<file path="src/rtl/elevator_group_ctrl.sv">
// elevator_group_ctrl: single-car collective (SCAN) lift controller.
// Hall and car calls are latched into a pending mask and served in travel
// order; the car reverses only when no work remains ahead of it.
// Optional feature: define ELEV_DOOR_HOLD_EN to add the door_hold_i input.
// The input keeps the door open while it is high.
// The edge that leaves IDLE or DOOR_OPEN also counts as the first travel
// cycle. The first floor is therefore reached TRAVEL_CYC-1 edges after
// departure, and each later floor takes TRAVEL_CYC edges.

module elevator_group_ctrl #(
   parameter int N_FLOORS   = 8,
   parameter int FLOOR_W    = 3,
   parameter int TRAVEL_CYC = 4,
   parameter int DOOR_CYC   = 6,
   parameter int HOME_FLOOR = 0
) (
   input  logic                clk,
   input  logic                rst_n,
   input  logic [N_FLOORS-1:0] hall_req_i,
   input  logic [N_FLOORS-1:0] car_req_i,
`ifdef ELEV_DOOR_HOLD_EN
   input  logic                door_hold_i,
`endif
   output logic [FLOOR_W-1:0]  floor_o,
   output logic [1:0]          dir_o,
   output logic                moving_o,
   output logic                door_open_o,
   output logic [N_FLOORS-1:0] pending_o,
   output logic                busy_o
);

   localparam int MAX_CYC = (TRAVEL_CYC > DOOR_CYC) ? TRAVEL_CYC : DOOR_CYC;
   localparam int CNT_W   = $clog2(MAX_CYC + 1);
   localparam logic [CNT_W-1:0]   TRAVEL_LAST = CNT_W'(TRAVEL_CYC - 1);
   localparam logic [CNT_W-1:0]   DWELL_LOAD  = CNT_W'(DOOR_CYC);
   localparam logic [CNT_W-1:0]   DEPART_CNT  = (TRAVEL_CYC > 1) ? CNT_W'(1) : CNT_W'(0);
   localparam logic [FLOOR_W-1:0] TOP_FLOOR   = FLOOR_W'(N_FLOORS - 1);

   typedef enum logic [1:0] {
      IDLE      = 2'd0,
      MOVE_UP   = 2'd1,
      MOVE_DOWN = 2'd2,
      DOOR_OPEN = 2'd3
   } state_t;

   state_t              state, state_next;
   logic [FLOOR_W-1:0]  floor, floor_next, step_floor;
   logic                pref_up, pref_up_next;
   logic [CNT_W-1:0]    travel_cnt, travel_cnt_next;
   logic [CNT_W-1:0]    dwell_cnt, dwell_cnt_next;
   logic [N_FLOORS-1:0] pending, clear_mask;
   logic [N_FLOORS-1:0] here_mask, step_mask, up_mask, down_mask;
   logic                here_pending, step_pending, ahead_up, ahead_down;
   logic                same_ahead, behind, at_end, hold;

`ifdef ELEV_DOOR_HOLD_EN
   assign hold = door_hold_i;
`else
   assign hold = 1'b0;
`endif

   // Decode the current and next floor into masks, plus the above/below regions
   always_comb begin
      step_floor = (state == MOVE_DOWN) ? floor - FLOOR_W'(1) : floor + FLOOR_W'(1);
      here_mask  = '0;
      step_mask  = '0;
      up_mask    = '0;
      down_mask  = '0;
      for (int i = 0; i < N_FLOORS; i++) begin
         here_mask[i] = (int'(floor) == i);
         step_mask[i] = (int'(step_floor) == i);
         up_mask[i]   = (i > int'(floor));
         down_mask[i] = (i < int'(floor));
      end
   end

   assign here_pending = |(pending & here_mask);
   assign step_pending = |(pending & step_mask);
   assign ahead_up     = |(pending & up_mask);
   assign ahead_down   = |(pending & down_mask);
   assign same_ahead   = pref_up ? ahead_up : ahead_down;
   assign behind       = pref_up ? ahead_down : ahead_up;
   assign at_end       = (state == MOVE_UP) ? (step_floor == TOP_FLOOR) : (step_floor == '0);

   // Next-state logic: dispatch from IDLE, floor stepping, and door dwell
   always_comb begin
      state_next      = state;
      floor_next      = floor;
      pref_up_next    = pref_up;
      travel_cnt_next = travel_cnt;
      dwell_cnt_next  = dwell_cnt;
      clear_mask      = '0;
      case (state)
         IDLE: begin
            if (here_pending) begin
               state_next     = DOOR_OPEN;
               clear_mask     = here_mask;
               dwell_cnt_next = DWELL_LOAD;
            end else if (same_ahead) begin
               state_next      = pref_up ? MOVE_UP : MOVE_DOWN;
               travel_cnt_next = DEPART_CNT;
            end else if (behind) begin
               pref_up_next    = ~pref_up;
               state_next      = pref_up ? MOVE_DOWN : MOVE_UP;
               travel_cnt_next = DEPART_CNT;
            end
         end
         MOVE_UP, MOVE_DOWN: begin
            if (travel_cnt == TRAVEL_LAST) begin
               floor_next      = step_floor;
               travel_cnt_next = '0;
               if (step_pending) begin
                  state_next     = DOOR_OPEN;
                  clear_mask     = step_mask;
                  dwell_cnt_next = DWELL_LOAD;
               end else if (at_end) begin
                  state_next = IDLE;
               end
            end else begin
               travel_cnt_next = travel_cnt + CNT_W'(1);
            end
         end
         DOOR_OPEN: begin
            if (here_pending || hold) begin
               clear_mask     = here_mask;
               dwell_cnt_next = DWELL_LOAD;
            end else if (dwell_cnt > CNT_W'(1)) begin
               dwell_cnt_next = dwell_cnt - CNT_W'(1);
            end else begin
               dwell_cnt_next = '0;
               if (same_ahead) begin
                  state_next      = pref_up ? MOVE_UP : MOVE_DOWN;
                  travel_cnt_next = DEPART_CNT;
               end else if (behind) begin
                  pref_up_next    = ~pref_up;
                  state_next      = pref_up ? MOVE_DOWN : MOVE_UP;
                  travel_cnt_next = DEPART_CNT;
               end else begin
                  state_next = IDLE;
               end
            end
         end
         default: state_next = IDLE;
      endcase
   end

   // State, position, counters and request latch; a clear beats a new set
   always_ff @(posedge clk or negedge rst_n) begin
      if (!rst_n) begin
         state      <= IDLE;
         floor      <= FLOOR_W'(HOME_FLOOR);
         pref_up    <= 1'b1;
         travel_cnt <= '0;
         dwell_cnt  <= '0;
         pending    <= '0;
      end else begin
         state      <= state_next;
         floor      <= floor_next;
         pref_up    <= pref_up_next;
         travel_cnt <= travel_cnt_next;
         dwell_cnt  <= dwell_cnt_next;
         pending    <= (pending | hall_req_i | car_req_i) & ~clear_mask;
      end
   end

   assign floor_o     = floor;
   assign moving_o    = (state == MOVE_UP) || (state == MOVE_DOWN);
   assign door_open_o = (state == DOOR_OPEN);
   assign dir_o       = (state == IDLE) ? 2'b00 : (pref_up ? 2'b01 : 2'b10);
   assign pending_o   = pending;
   assign busy_o      = (state != IDLE) || (pending != '0);

endmodule

</file>
<file path="config.mk">
export PLATFORM = sky130hd
export DESIGN_NAME = elevator_group_ctrl
export DESIGN_NICKNAME = d
export VERILOG_FILES = /design/src/rtl/elevator_group_ctrl.sv
export SDC_FILE = /design/constraint.sdc
export NUM_CORES = 1
export LEC_CHECK = 0
export CAP_MARGIN = 25
export CORE_UTILIZATION = 40
export DETAILED_ROUTE_END_ITERATION = 10
export PLACE_DENSITY = 0.65
export SYNTH_ARGS = -nofsm -noshare
export SYNTH_HDL_FRONTEND = slang
export SYNTH_SLANG_ARGS = --single-unit
</file>
<file path="constraint.sdc">
create_clock -name clk -period 7.3 [get_ports clk]
set_clock_uncertainty 0.05 [all_clocks]
set_input_delay 1.095 -clock clk [delete_from_list [all_inputs] [get_ports clk]]
set_output_delay 1.095 -clock clk [all_outputs]
set_load 0.02 [all_outputs]
</file>
# Word level (Yosys, flattened, before mapping)
# Index checks and enable logic that the tools add are counted.
# word_totals
ff_bits	20
input_bits	18
output_inout_bits	16
# op_classes
add_sub_neg	4
magnitude_cmp	15
eq_ne	27
n_mux	41
n_bitwise	9
n_reduce_logical	20
# op_table
op	n
$mux 3	12
$and 8x8->8	4
$reduce_or 8->1	4
$eq 3x3->1 const B	9
$mux 2	13
$mux 8	3
$pmux 3 s3	2
$or 8x8->8	2
$pmux 8 s2	1
$eq 3x2->1 const B	5
$gt 3x3->1 const A	4
$ne 2x2->1 const B	6
$logic_not 3->1	3
$lt 3x3->1 const A	3
$and 8x7->8	1
$mux 1	8
$not 8->8	1
$reduce_bool 8->1	1
$add 3x1->3 const B	2
$eq 3x1->1 const B	2
$gt 2x3->1 const A	2
$lt 1x3->1 const A	2
$lt 2x3->1 const A	2
$pmux 2 s3	1
other kinds (17)	23

# Depth between registers and ports, before layout
# Gate-level depths: netlist (run 1).
# logic_depth
ltp_word	10
ltp_mapped	11

# Worst setup path after synthesis (run 1)
# Ideal clock, no wire load.
# synth_path
kind	reg-to-reg
start	register floor[0], in the netlist floor_o[0]
end	register state[0]
setup_time_ns	0.131
arrival_time_ns	3.063
setup_slack_ns	4.056
path_stages_with_launch	11
path_buffers	1
cell_sequence	dfrtp_1 > clkbuf_1 > inv_1 > ha_1 > a222oi_1 > nand2_1 > a222oi_1 > a21boi_2 > a311o_1 > a31o_1 > mux2i_1
# synth_via
elab_chain_cells	9
elab_cells_between_ends	59
# synth_lines
element	line_no	rtl
start: declaration	47	logic [FLOOR_W-1:0] floor, floor_next, step_floor;
start signal: assignment	151	floor <= FLOOR_W'(HOME_FLOOR);
start signal: assignment	158	floor <= floor_next;
$gt 1x3->1, or another cell as far along	72	up_mask[i] = (i > int'(floor));
$and 8x8->8 or $and 8x7->8 (tied branches)	79, 80	
$reduce_or 8->1 (on tied branches)	79, 80	
$mux 1	82	assign behind = pref_up ? ahead_down : ahead_up;
$mux 2	134	end else if (behind) begin
$mux 2	131	if (same_ahead) begin
$mux 2	127	end else if (dwell_cnt > CNT_W'(1)) begin
$mux 2	124	if (here_pending || hold) begin
$pmux 2 s3	93	case (state)
end signal: assignment	157	state <= state_next;
end: declaration	46	state_t state, state_next;
# Parallel ways exist; a longest one is shown, timed or not. The select of a mux whose other input is x is not followed.
# A chain may end at the register's enable or synchronous reset.

# Worst setup path after layout (run 1)
# Ends and elaborated chain as after synthesis.

==> flow_summary_export.csv, run 1 <==
group,metric,value,unit
run_status,status,"completed",
timing,fin_crit,3.60,ns
final_layout,finalNetCount,276,
place,placed_area,0.00209,mm²
clock_tree,numCtsBuffers,3,
routing,drt-met1-wl,2.44,mm
routing,wl_per_cell,16.4,µm
place,portBuffers,33,
synthesis,ys.flop_type,"dfrtp_1",
synthesis,synth_area_leaders,"dfrtp_1 (27%), ha_1 (11%), nor3_1 (4.9%)",
critical_path,path_max_fanout,18,
clock_tree,cts_max_level,1,
final_layout,utilization,53.0,%
global_routing,grtUsageTotal,22.7,%
power_and_ir_drop,powerDensity,502,mW/mm²
routing,routed_via_density,6.00,
synthesis,synth_edf_count,0,
clock_tree,cts-root-buf,"clkbuf_8",
clock_tree,cts_resized,0,
global_routing,antenna_found_initial,0,
timing,finalSetupViolCount,0,
timing,setup-tns-final,0,ns
timing,hold_viol,0,
synthesis,async_flop_share,100,%
critical_path,arrival,3.69,ns
synthesis,synth.distinct_cells,45,
final_layout,antenna_cells,0,
power_and_ir_drop,power_leakage,0.877,nW
timing,post-route-period-util,49.3,%
synthesis,netlist_area,0.00173,mm²
place,gp_congestion,0.887,
flow_run,drv_cap,0,
timing,relSlewSlack,28.3,%
routing,detail_route.iter0.violations,216,
critical_path,crit_type,"reg -> reg",
global_routing,grt_start_max_net_pins,21,
routing,routed_wl,4.80,mm
clock_tree,cts_tree,"yes",
clock_tree,clock_latency,0.26,ns
routing,via_count,1751,
clock_tree,clk_pin_slew,0.08,ns
routing,dr.pass1.iters,6,
critical_path,crit_required,7.39,ns
timing,worstMarginPinSlew,1.08,ns
final_layout,final_common_cell,"clkdlybuf4s50_1",
routing,drc,0,
die,row_count,23,
critical_path,slowest_stage,"a222oi_1",
die,ios,34,
global_routing,grt_pass1_wl,7.83,mm
final_layout,layout_common_cells,"clkdlybuf4s50_1 (33), nor2_1 (20), dfrtp_1 (19)",
final_layout,areaGrowthSynthToFinish,25.3,%
final_layout,drive_gt1_share,4.55,%
synthesis,ys_ff_latch,20,
place,dp_hpwl,3.72,mm
clock_tree,postCtsSetupBuffers,0,
final_layout,fillers,396,
global_routing,grt_pass1_vias,1601,
critical_path,cp_slowest_stage_delay,0.84,ns
die,fp.dieW,67.8,µm
die,core_area,0.00409,mm²
synthesis,synth_top_area_share,27.5,%
die,die_h,67.8,µm
synthesis,syn_inst,212,
die,dieArea,0.00459,mm²
final_layout,design_area,0.00217,mm²
global_routing,overflow,0,
die,start_util,42.3,%
routing,ant_nets,0,
synthesis,yosysSeqAreaShare,29.0,%
power_and_ir_drop,vdd.ir_drop.worst,0.000287,V
synthesis,synth.net_count,245,
critical_path,crit_chain,"inv_1, ha_1, a222oi_1, nand2_1, a222oi_1, a21boi_2, a311o_1, a31o_1, mux2i_1",
critical_path,critPathLaunchType,"register",
critical_path,cp-end-kind,"register",
synthesis,synth_area_leader_cell,"dfrtp_1",
critical_path,cp_common_cell,"a222oi_1",
timing,rsz0062_at_grt,"no",
routing,top_layer_used,"met4",
routing,met3_length,297,µm
synthesis,ys_warn_count,0,
min_path,min_path_type,"reg -> reg",
timing,final_max_slew_viol_count,0,
synthesis,syn_avg_cell_area,8.16,µm²
timing,timing.fmax,278,MHz
clock_tree,cts_hold_buf,0,
clock_tree,cts_sinks,20,
clock_tree,cts_max_path_buffers,2,
routing,met2_length,2.02,mm
flip-flops by register name, summed over array words and instances, names as in the netlist:
register    count
pref_up         1
pending_o       8
travel_cnt      3
state           2
dwell_cnt       3
floor_o         3
synthesized netlist by cell type (2+ instances only):
cell type,n
o22ai_1,2
a221oi_1,7
nand2b_1,4
nor4_1,2
mux2i_1,4
nor2_1,20
o31ai_1,3
a211oi_1,2
a222oi_1,3
a32o_1,3
inv_1,15
o221ai_1,4
nor3_1,17
a22o_1,3
ha_1,15
dfrtp_1,19
a21oi_1,14
mux2_2,3
o21ai_0,15
nand3_1,6
nand2_1,12
a31oi_1,3
nor2b_1,9
clkbuf_1,6
worst max-delay path: cells and delay by family (launching register included):
family	cells	cell delay (ns)
AND/OR/NAND/NOR	1	0.09
adder cells (fa/ha/maj)	1	0.33
flip-flops	1	0.70
multiplexers	1	0.12
buffers and inverters	1	0.27
AO/OA/AOI/OAI	5	1.91
power by group:
group,switching [mW],internal [mW]
clock network,0.0393,0.0732
logic,0.440,0.309
registers,0.0723,0.153
stage by stage:
step / power (mW) / setup slack, ns / hold slack (ns) / std cells
after floorplan: 0.750 / 4.06 / 0.415 / 212
after global placement: 0.966 / 3.88 / 0.455 / 288
after detailed placement: 0.964 / 3.81 / 0.452 / 288
after CTS: 1.08 / 3.77 / 0.463 / 292
after global routing: 1.18 / 3.32 / 0.504 / 292
final: 1.09 / 3.70 / 0.461 / 292
kinds of logic (layout without fill, tap and decap cells):
logic type / count (synthesis) / count (layout) / synth area share [%]
AOI/OAI and AO/OA: 69 / 69 / 28.0
xor gates and xnor gates: 1 / 1 / 0.507
adders and majority gates: 15 / 15 / 10.9
buffers and inverters: 23 / 53 / 5.06
DFF: 20 / 20 / 29.0
muxes: 7 / 7 / 4.27
and+or+nand+nor: 77 / 77 / 22.3
final cells by class:
type	count	area, µm²	share of cell area [%]
inverter	16	60.1	2.77
clock inverter	1	30.0	1.39
multi-input combinational	169	1140	52.6
timing repair buffer	33	330	15.3
sequential	20	502	23.2
tap	50	62.6	2.89
clock buffer	3	41.3	1.91
routing by layer:
metal  GRT usage, %  vias to the layer above
met4           3.99                        0
met1           35.5                      826
met3           2.70                        2
li1               -                      856
met2           32.9                       67
met5              0                        -
worst paths after layout:
kind,from,end,slack (ns),cells after the start
max,floor_o[0]$_DFFE_PN0P_,state[0]$_DFFE_PN0P_,3.70,9
min,travel_cnt[0]$_DFFE_PN0P_,travel_cnt[0]$_DFFE_PN0P_,0.46,1
max reg2reg,floor_o[0]$_DFFE_PN0P_,state[0]$_DFFE_PN0P_,3.70,9
min reg2reg,travel_cnt[0]$_DFFE_PN0P_,travel_cnt[0]$_DFFE_PN0P_,0.46,1
max in group asynchronous,rst_n,state[0]$_DFFE_PN0P_,5.37,1
min in group asynchronous,rst_n,pending_o[5]$_DFF_PN0_,1.28,1
(Power assumes the default switching activity.)
==> run 2: changes to the inputs <==
Clock period 7.3 ns to 3.76 ns, I/O delays scaled along.
==> flow_summary_export.csv, run 2 (synthesis results as in run 1) <==
group,metric,value,unit
power_and_ir_drop,vdd.ir_drop.worst,0.000383,V
timing,worstMarginPinSlew,0.574,ns
global_routing,antenna_found_initial,0,
clock_tree,cts_sinks,20,
power_and_ir_drop,internal_power,1.01,mW
clock_tree,cts_resized,0,
timing,timing.fmax,330,MHz
critical_path,critPathLaunchType,"register",
die,ios,34,
critical_path,crit_required,3.86,ns
power_and_ir_drop,swShare,51.6,%
die,dieArea,0.00459,mm²
critical_path,path_max_fanout,14,
power_and_ir_drop,p_clk_share,8.3,%
routing,drc,0,
flow_run,drv_cap,0,
die,row_count,23,
critical_path,crit_chain,"inv_1, ha_1, nor2b_1, a22o_1, nand2_1, a21oi_1, o31ai_1, a21oi_1, mux2_2",
global_routing,overflow,0,
critical_path,cp_common_cell,"a21oi_1",
routing,dr.pass1.iters,4,
final_layout,antenna_cells,0,
timing,post-route-period-util,80.6,%
routing,routed_wl,4.99,mm
power_and_ir_drop,p_comb_share,71.4,%
clock_tree,cts_hold_buf,0,
timing,relSlewSlack,61.7,%
global_routing,grt_start_max_net_pins,21,
clock_tree,clock_latency,0.27,ns
final_layout,areaGrowthSynthToFinish,26.0,%
critical_path,reg2reg_slack,0.73,ns
clock_tree,cts-root-buf,"clkbuf_8",
clock_tree,cts_tree,"yes",
die,start_util,42.3,%
final_layout,utilization,53.3,%
global_routing,grt_pass1_vias,1558,
power_and_ir_drop,seq_power_share,20.2,%
min_path,min_path_type,"reg -> reg",
critical_path,cp-end-kind,"register",
critical_path,crit_type,"reg -> reg",
routing,via_count,1752,
routing,detail_route.iter0.violations,228,
run_status,status,"completed",
timing,final_max_slew_viol_count,0,
critical_path,cp_slowest_stage_delay,0.50,ns
clock_tree,cts_max_path_buffers,2,
timing,rsz0062_at_grt,"no",
global_routing,grt_pass1_wl,8.20,mm
critical_path,arrival,3.13,ns
power_and_ir_drop,power_switching,1.08,mW
power_and_ir_drop,power_leakage,0.887,nW
final_layout,layout_common_cells,"clkdlybuf4s50_1 (33), nor2_1 (20), dfrtp_1 (19)",
global_routing,grtUsageTotal,24.0,%
final_layout,largest_reg_flops,8,
final_layout,drive_gt1_share,5.71,%
routing,ant_nets,0,
timing,fin_crit,3.03,ns
clock_tree,cts_max_level,1,
timing,hold_viol,0,
clock_tree,postCtsSetupBuffers,0,
power_and_ir_drop,powerDensity,959,mW/mm²
routing,routed_via_density,5.94,
place,gp_congestion,0.869,
timing,setup-tns-final,0,ns
place,portBuffers,33,
clock_tree,clk_pin_slew,0.08,ns
final_layout,final_common_cell,"clkdlybuf4s50_1",
clock_tree,numCtsBuffers,3,
routing,wl_per_cell,16.9,µm
die,fp.dieW,67.8,µm
critical_path,slowest_stage,"dfrtp_1",
timing,finalSetupViolCount,0,
place,dp_hpwl,3.82,mm
final_layout,finalNetCount,279,
die,die_h,67.8,µm
die,core_area,0.00409,mm²
-- run 2: cell count changes in the layout (fill, tap and decap cells not counted) --
cell and change:
buf_4 +2, buf_8 +1, bufinv_16 -1, clkbuf_8 +1
-- run 2: final timing paths --
kind                                      startpoint                         to  depth (start not counted)
hold / removal             travel_cnt[0]$_DFFE_PN0P_  travel_cnt[0]$_DFFE_PN0P_                          1
max in group asynchronous                      rst_n        pref_up$_DFFE_PN1P_                          2
hold reg to reg            travel_cnt[0]$_DFFE_PN0P_  travel_cnt[0]$_DFFE_PN0P_                          1
setup reg to reg              floor_o[0]$_DFFE_PN0P_   dwell_cnt[0]$_DFFE_PN0P_                          9
setup / recovery              floor_o[0]$_DFFE_PN0P_   dwell_cnt[0]$_DFFE_PN0P_                          9
min in group asynchronous                      rst_n     pending_o[4]$_DFF_PN0_                          1
-- run 2: layer usage --
layer  global-route usage [%]  wire length [µm]  vias to the layer above
met5                        0                 0                        -
met2                     34.7              2170                       58
met1                     37.7              2460                      822
met3                     1.01               300                        5
met4                     6.38                57                        0
li1                         -                 -                      867
-- run 2: power by group through the flow --
stage	combinational, mW	sequential (mW)	clock [mW]
after floorplan	1.02	0.435	0
after global placement	1.48	0.426	0
after detailed placement	1.47	0.425	0
after CTS	1.48	0.421	0.175
after global routing	1.66	0.439	0.186
final	1.49	0.423	0.174
-- run 2: layout make-up --
class	instances	area (µm²)
fillers	413	1910
multi-input cells	169	1140
flip-flops and latches	20	502
repair buffers	36	360
well taps	50	62.6
inverters	16	60.1
clock buffers	4	55.1
-- run 2: through the flow --
step | hold WS [ns] | instance area (µm²) | total power, mW | std cells | setup WS [ns]
after floorplan | 0.218 | 1730 | 1.46 | 212 | 0.516
after CTS | 0.460 | 2160 | 2.08 | 294 | 0.779
final | 0.448 | 2180 | 2.09 | 295 | 0.731
after global placement | 0.448 | 2110 | 1.90 | 290 | 0.822
after detailed placement | 0.449 | 2110 | 1.90 | 290 | 0.800
after global routing | 0.468 | 2180 | 2.28 | 295 | 0.409
-- run 2: worst max-delay path: cells and delay by family (launching register included) --
| kind | cells | cell delay (ns) |
|---|---|---|
| compound gates | 4 | 0.97 |
| flops | 1 | 0.50 |
| fa+ha+maj | 1 | 0.49 |
| mux | 1 | 0.37 |
| simple gates | 2 | 0.31 |
| buf+inv | 1 | 0.21 |
